File: config.mk
export PLATFORM = sky130hd
export DESIGN_NAME = amo_responder
export DESIGN_NICKNAME = d
export VERILOG_FILES = /design/src/rtl/riscv_types.sv /design/src/rtl/amo_alu.sv /design/src/rtl/amo_responder.sv
export SDC_FILE = /design/constraint.sdc
export NUM_CORES = 1
export LEC_CHECK = 0
export CAP_MARGIN = 30
export CORE_ASPECT_RATIO = 2
export CORE_MARGIN = 2
export CORE_UTILIZATION = 28
export DETAILED_ROUTE_END_ITERATION = 8
export PLACE_DENSITY = 0.48
export SLEW_MARGIN = 30
export SYNTH_ARGS = -nofsm -noshare
export SYNTH_HDL_FRONTEND = slang
export SYNTH_SLANG_ARGS = --single-unit
File: constraint.sdc
create_clock -name clk -period 6.1 [get_ports clk]
set_input_delay 1.22 -clock clk [delete_from_list [all_inputs] [get_ports clk]]
set_output_delay 1.22 -clock clk [all_outputs]
set_load 0.05 [all_outputs]
File: src/rtl/riscv_types.sv
// riscv_types: atomic-op encodings, request bundle and responder FSM states shared with the cores.
package riscv_types;
  typedef enum logic [4:0] {
    AMO_ADD  = 5'b00000,
    AMO_SWAP = 5'b00001,
    AMO_LR   = 5'b00010,
    AMO_SC   = 5'b00011,
    AMO_XOR  = 5'b00100,
    AMO_OR   = 5'b01000,
    AMO_AND  = 5'b01100,
    AMO_MIN  = 5'b10000,
    AMO_MAX  = 5'b10100,
    AMO_MINU = 5'b11000,
    AMO_MAXU = 5'b11100
  } amo_t;
  typedef enum logic [1:0] {IDLE, READ, WRITE, RESP} amo_state_t;
  localparam int HART_W = 8;
  typedef struct packed {
    logic [HART_W-1:0] hart;
    amo_t              op;
    logic [31:0]       addr;
    logic [31:0]       data;
  } amo_req_t;
  function automatic logic amo_known(input logic [4:0] op);
    return op inside {AMO_ADD, AMO_SWAP, AMO_LR, AMO_SC, AMO_XOR, AMO_OR, AMO_AND,
                      AMO_MIN, AMO_MAX, AMO_MINU, AMO_MAXU};
  endfunction
endpackage

File: src/rtl/amo_alu.sv
// amo_alu: combinational read-modify-write result for an atomic op; SWAP and SC pass rs2 through.
module amo_alu
  import riscv_types::*;
(
  input  amo_t        op_i,
  input  logic [31:0] old_i,
  input  logic [31:0] rs2_i,
  output logic [31:0] new_o
);
  logic lt_s, lt_u;
  assign lt_s = $signed(old_i) < $signed(rs2_i);
  assign lt_u = old_i < rs2_i;
  always_comb begin
    case (op_i)
      AMO_ADD:  new_o = old_i + rs2_i;
      AMO_XOR:  new_o = old_i ^ rs2_i;
      AMO_AND:  new_o = old_i & rs2_i;
      AMO_OR:   new_o = old_i | rs2_i;
      AMO_MIN:  new_o = lt_s ? old_i : rs2_i;
      AMO_MAX:  new_o = lt_s ? rs2_i : old_i;
      AMO_MINU: new_o = lt_u ? old_i : rs2_i;
      AMO_MAXU: new_o = lt_u ? rs2_i : old_i;
      default:  new_o = rs2_i;
    endcase
  end
endmodule

File: src/rtl/amo_responder.sv
// amo_responder: single-outstanding atomic memory responder with per-hart LR/SC reservations.
module amo_responder
  import riscv_types::*;
#(
  parameter  int NUM_HARTS = 2,
  localparam int HW = NUM_HARTS > 1 ? $clog2(NUM_HARTS) : 1
) (
  input  logic          clk,
  input  logic          rst_n,
  input  logic          req_valid,
  output logic          req_ready,
  input  logic [HW-1:0] req_hart,
  input  logic [4:0]    req_op,
  input  logic [31:0]   req_addr,
  input  logic [31:0]   req_data,
  output logic          rsp_valid,
  input  logic          rsp_ready,
  output logic [HW-1:0] rsp_hart,
  output logic [31:0]   rsp_data,
  output logic          rsp_err,
  output logic          mem_req,
  output logic          mem_we,
  output logic [31:0]   mem_addr,
  output logic [31:0]   mem_wdata,
  input  logic          mem_ack,
  input  logic [31:0]   mem_rdata,
  input  logic          snoop_valid,
  input  logic [31:0]   snoop_addr
);
  amo_state_t           state_q, state_d;
  amo_req_t             req_q, req_d;
  logic [31:0]          old_q, old_d, alu_new;
  logic                 err_q, err_d;
  logic [NUM_HARTS-1:0] rv_q, rv_d;
  logic [29:0]          ra_q [NUM_HARTS];
  logic [29:0]          ra_d [NUM_HARTS];
  logic accept, bad, is_sc, sc_hit, snoop_req, ack_rd, ack_wr, set, clr;

  amo_alu u_alu (.op_i(req_q.op), .old_i(old_q), .rs2_i(req_q.data), .new_o(alu_new));

  assign accept    = req_valid && state_q == IDLE;
  assign bad       = req_addr[1:0] != 2'b00 || !amo_known(req_op);
  assign is_sc     = req_op == AMO_SC;
  assign snoop_req = snoop_valid && (snoop_addr & ~32'h3) == (req_addr & ~32'h3);
  // A snoop hitting the SC word in the accept cycle has already killed the reservation.
  assign sc_hit    = rv_q[req_hart] && ra_q[req_hart] == req_addr[31:2] && !snoop_req;
  assign ack_rd    = state_q == READ && mem_ack;
  assign ack_wr    = state_q == WRITE && mem_ack;

  always_ff @(posedge clk or negedge rst_n) begin
    if (!rst_n) begin
      state_q <= IDLE;
      req_q   <= '0;
      old_q   <= '0;
      err_q   <= 1'b0;
      rv_q    <= '0;
      ra_q    <= '{default: '0};
    end else begin
      state_q <= state_d;
      req_q   <= req_d;
      old_q   <= old_d;
      err_q   <= err_d;
      rv_q    <= rv_d;
      ra_q    <= ra_d;
    end
  end

  always_comb begin
    state_d = state_q;
    case (state_q)
      IDLE:    if (req_valid) state_d = bad ? RESP : is_sc ? (sc_hit ? WRITE : RESP) : READ;
      READ:    if (mem_ack) state_d = req_q.op == AMO_LR ? RESP : WRITE;
      WRITE:   if (mem_ack) state_d = RESP;
      RESP:    if (rsp_ready) state_d = IDLE;
      default: state_d = IDLE;
    endcase
  end

  always_comb begin
    req_d = accept ? amo_req_t'{hart: HART_W'(req_hart), op: amo_t'(req_op),
                                addr: req_addr & ~32'h3, data: req_data} : req_q;
    err_d = accept ? bad : err_q;
    old_d = accept ? {31'd0, !bad && !sc_hit} : ack_rd ? mem_rdata : old_q;
    rv_d  = rv_q;
    set   = 1'b0;
    clr   = 1'b0;
    for (int i = 0; i < NUM_HARTS; i++) begin
      set     = ack_rd && req_q.op == AMO_LR && req_q.hart == HART_W'(i);
      ra_d[i] = set ? req_q.addr[31:2] : ra_q[i];
      // Clears win over a same-cycle LR set, so the snoop compares against the incoming address.
      clr     = (snoop_valid && (snoop_addr & ~32'h3) == {ra_d[i], 2'b00})
             || (ack_wr && ra_q[i] == req_q.addr[31:2])
             || (accept && is_sc && req_hart == HW'(i));
      rv_d[i] = clr ? 1'b0 : set ? 1'b1 : rv_q[i];
    end
  end

  always_comb begin
    req_ready = state_q == IDLE;
    rsp_valid = state_q == RESP;
    rsp_err   = state_q == RESP && err_q;
    rsp_hart  = HW'(req_q.hart);
    rsp_data  = old_q;
    mem_req   = state_q == READ || state_q == WRITE;
    mem_we    = state_q == WRITE;
    mem_addr  = req_q.addr;
    mem_wdata = state_q == WRITE ? alu_new : '0;
  end
endmodule
==> flow_metrics.env, run 1 <==
export IMPL_drt_drc_violations_left=0
export IMPL_cts_htree_levels=4
export IMPL_syn_cell_area_mm2=0.0135
export IMPL_place_detailed_hpwl_um=43900
export IMPL_grt_first_pass_wirelength_um=83300
export IMPL_wl_met2_um=31500
export IMPL_clk_pin_slew_worst_paths_ps=70
export IMPL_timing_final_setup_violations=0
export IMPL_power_static_leakage_nw=7.25
export IMPL_layout_commonest_cell="nand2_1"
export IMPL_cp_arrival_ps=4660
export IMPL_ys_dominant_reg_cell="dfrtp_1"
export IMPL_synth_seq_cells=165
export IMPL_finalCriticalPeriod_ps=5880
export IMPL_path_cells="inv_1 > ha_1 > buf_4 > nor2b_1 > o21ai_0 > a21boi_0 > or4_4 > nor2_4 > xnor3_2 > a31oi_1 > o221ai_1 > a32o_1 > clkdlybuf4s50_1"
export IMPL_cts_max_path_bufs=2
export IMPL_finalHoldViolations=0
export IMPL_postSynthAreaPerCell_um2=8.58
export IMPL_critPathKind="reg2out"
export IMPL_postCtsSetupBuffers=0
export IMPL_clockRootBuffer="clkbuf_16"
export IMPL_initial_antenna_violation_count=1
export IMPL_area_delta_synth_final_pct=25.6
export IMPL_grt_setup_unrepaired="false"
export IMPL_dr_total_vias=12372
export IMPL_final_setup_margin_ps=223
export IMPL_die_h_um=314
export IMPL_critical_path_max_fanout=11
export IMPL_design_area_mm2=0.0169
export IMPL_cp_slowest_cell="clkdlybuf4s50_1"
export IMPL_number_of_global_route_vias_before_repair=13011
export IMPL_clock_sinks=165
export IMPL_vdd_ir_drop_worst_mv=0.231
export IMPL_clk_insertion_delay_late_ps=460
export IMPL_drtIter0Drc=797
export IMPL_route_detailed_vias_per_inst=5.17
export IMPL_maxUsedRoutingLayer="met5"
export IMPL_synth_enable_flop_cells=0
export IMPL_final_min_period_over_clock_period_pct=96.4
export IMPL_worstPathBufferInverterCount=3
export IMPL_diodes=0
export IMPL_met3_length_um=2010
export IMPL_power_density_mw_per_mm2=564
export IMPL_cpLargestDelayFamily="compound AO/OA/AOI/OAI gates"
export IMPL_global_route_overflow_total=0
export IMPL_max_freq_mhz=170
export IMPL_cpPeakStageDelay_ps=720
export IMPL_routed_wl_um=56500
export IMPL_fp_dieW_um=159
export IMPL_cts_bufs_inserted=17
export IMPL_drt_first_pass_iters=5
export IMPL_post_drt_wl_per_cell_um=23.6
export IMPL_num_io_pins=242
export IMPL_tritoncts="done"
export IMPL_die_area_mm2=0.0500
export IMPL_slew_headroom_pct=36.2
export IMPL_totalNegativeSetupSlack_ps=0
export IMPL_place_worst_setup_slack_ps=716
export IMPL_cts_hold_repair_buffers=0
export IMPL_maximum_number_of_pins_on_one_net_before_global_route_repair=97
export IMPL_core_area_mm2=0.0475
export IMPL_crit_required_ps=4880
export IMPL_skew_ps=10.7
export IMPL_drive_above_1_share_pct=10.0
export IMPL_gp_congestion=0.928
export IMPL_synth_sequential_area_ratio_pct=30.6
export IMPL_yosysWarningCount=0
export IMPL_run_status="finished clean"
export IMPL_worstMarginPinSlew_ps=948
export IMPL_synth_async_reset_ratio_pct=100
export IMPL_place_area_mm2=0.0164
export IMPL_placementRows=113
export IMPL_synth_cells=1570
export IMPL_antenna_violating_nets_post_route=0
export IMPL_wirelength_met1_um=19000
export IMPL_critical_path_startpoint_type="flop"
export IMPL_globalRouteTotalUtil_pct=22.5
export IMPL_min_path_type="reg2reg"
export IMPL_endpoint_kind="primary output"
export IMPL_floorplan_initialDensity_pct=28.4
export IMPL_drv_cap=0
export IMPL_slew_viol_final=0
export IMPL_final_cell_mix="239 x nand2_1, 204 x clkdlybuf4s50_1, 165 x dfrtp_1"
export IMPL_layout_nets=1991
export IMPL_ys_types=73
export IMPL_io_buffer_count=237
metrics by stage:
step                      hold slack, ps  power (W)  cells  util [%]
after global placement               497    0.00840   2363      34.4
after floorplan                      457    0.00628   1571         -
after global routing                 530     0.0101   2395      35.6
after detailed placement             504    0.00846   2363      34.4
after CTS                            520    0.00959   2395      35.6
final                                513    0.00954   2395      35.6
cell usage after synthesis (11+ instances only):
cell / count / share of area [%]
a21o_1: 19 / 1.1
a21oi_1: 112 / 4.2
a221oi_1: 16 / 1.0
a22oi_1: 12 / 0.67
a31oi_1: 12 / 0.56
buf_1: 11 / 0.31
buf_2: 13 / 0.48
buf_4: 32 / 1.8
clkbuf_1: 51 / 1.4
dfrtp_1: 165 / 31
ha_1: 100 / 9.3
inv_1: 86 / 2.4
mux2_2: 59 / 4.9
mux2i_1: 35 / 2.6
nand2_1: 239 / 6.7
nand3_1: 19 / 0.71
nand4_1: 39 / 1.8
nor2_1: 45 / 1.3
nor4_1: 25 / 1.2
o211ai_1: 12 / 0.67
o21ai_0: 125 / 4.6
xnor2_1: 136 / 8.8
xor2_1: 67 / 4.4
state kept, by name, indices dropped and copies added (netlist names):
| name | count |
|---|---|
| ra_q | 60 |
| req_q | 37 |
| rsp_data | 32 |
| mem_addr | 30 |
| rv_q | 2 |
| state_q | 2 |
| err_q | 1 |
| rsp_hart | 1 |
final cells by class:
type                            instances  area [um^2]
Inverter                               87          327
Clock buffer                           20          457
Tap cell                              632          791
Fill cell                            4998        30600
Clock inverter                         12         96.3
Timing Repair Buffer                  270         2650
Multi-Input combinational cell       1209         8470
Sequential cell                       165         4130
metal layers:
layer | vias to the layer above | global-route usage [%]
met5 | - | 0
met4 | 2 | 15.2
met3 | 129 | 3.07
met2 | 403 | 44.4
met1 | 6052 | 21.2
li1 | 5786 | -
worst paths after layout:
kind	cells after the start	end	startpoint	slack (ps)
worst max-delay path	13	mem_wdata[30]	rsp_data[25]	220
worst min-delay path	1	err_q	err_q	510
worst max register to register	11	rv_q[0]	state_q[1]	1970
worst min register to register	1	err_q	err_q	510
max in group asynchronous	2	ra_q[26]	rst_n	4290
min in group asynchronous	1	req_q[5]	rst_n	750
cells by family after synthesis:
| kind of cell | after synthesis | synth area share [%] |
|---|---|---|
| fa+ha+maj | 101 | 9.44 |
| buf+inv | 197 | 6.67 |
| xor+xnor | 205 | 13.5 |
| simple gates | 423 | 14.3 |
| flops | 165 | 30.6 |
| other cells | 1 | 0.0278 |
| mux | 95 | 7.64 |
| compound gates | 383 | 17.7 |
power by group:
part,switching (W),internal (W)
clock network,0.000534,0.000550
registers,0.000595,0.00153
logic,0.00407,0.00226
total,0.00520,0.00434
timing repair:
| item | 4_1_cts | 5_1_grt |
|---|---|---|
| hold endpoints to repair | 0 | 0 |
| endpoints found under the setup margin | 0 | 1 |
| resized for setup | 0 | 1 |
Power figures use the tool's default switching activity.
==> inputs of run 2 (changes only) <==
--- a/config.mk
+++ b/config.mk
@@ -9,6 +9,7 @@
 export CORE_ASPECT_RATIO = 2
 export CORE_MARGIN = 2
 export CORE_UTILIZATION = 28
+export CTS_CLUSTER_SIZE = 12
 export DETAILED_ROUTE_END_ITERATION = 8
 export PLACE_DENSITY = 0.48
 export SLEW_MARGIN = 30
==> results of run 2 <==
Same layout as run 1: the final DEF is identical, and so are final timing and power.
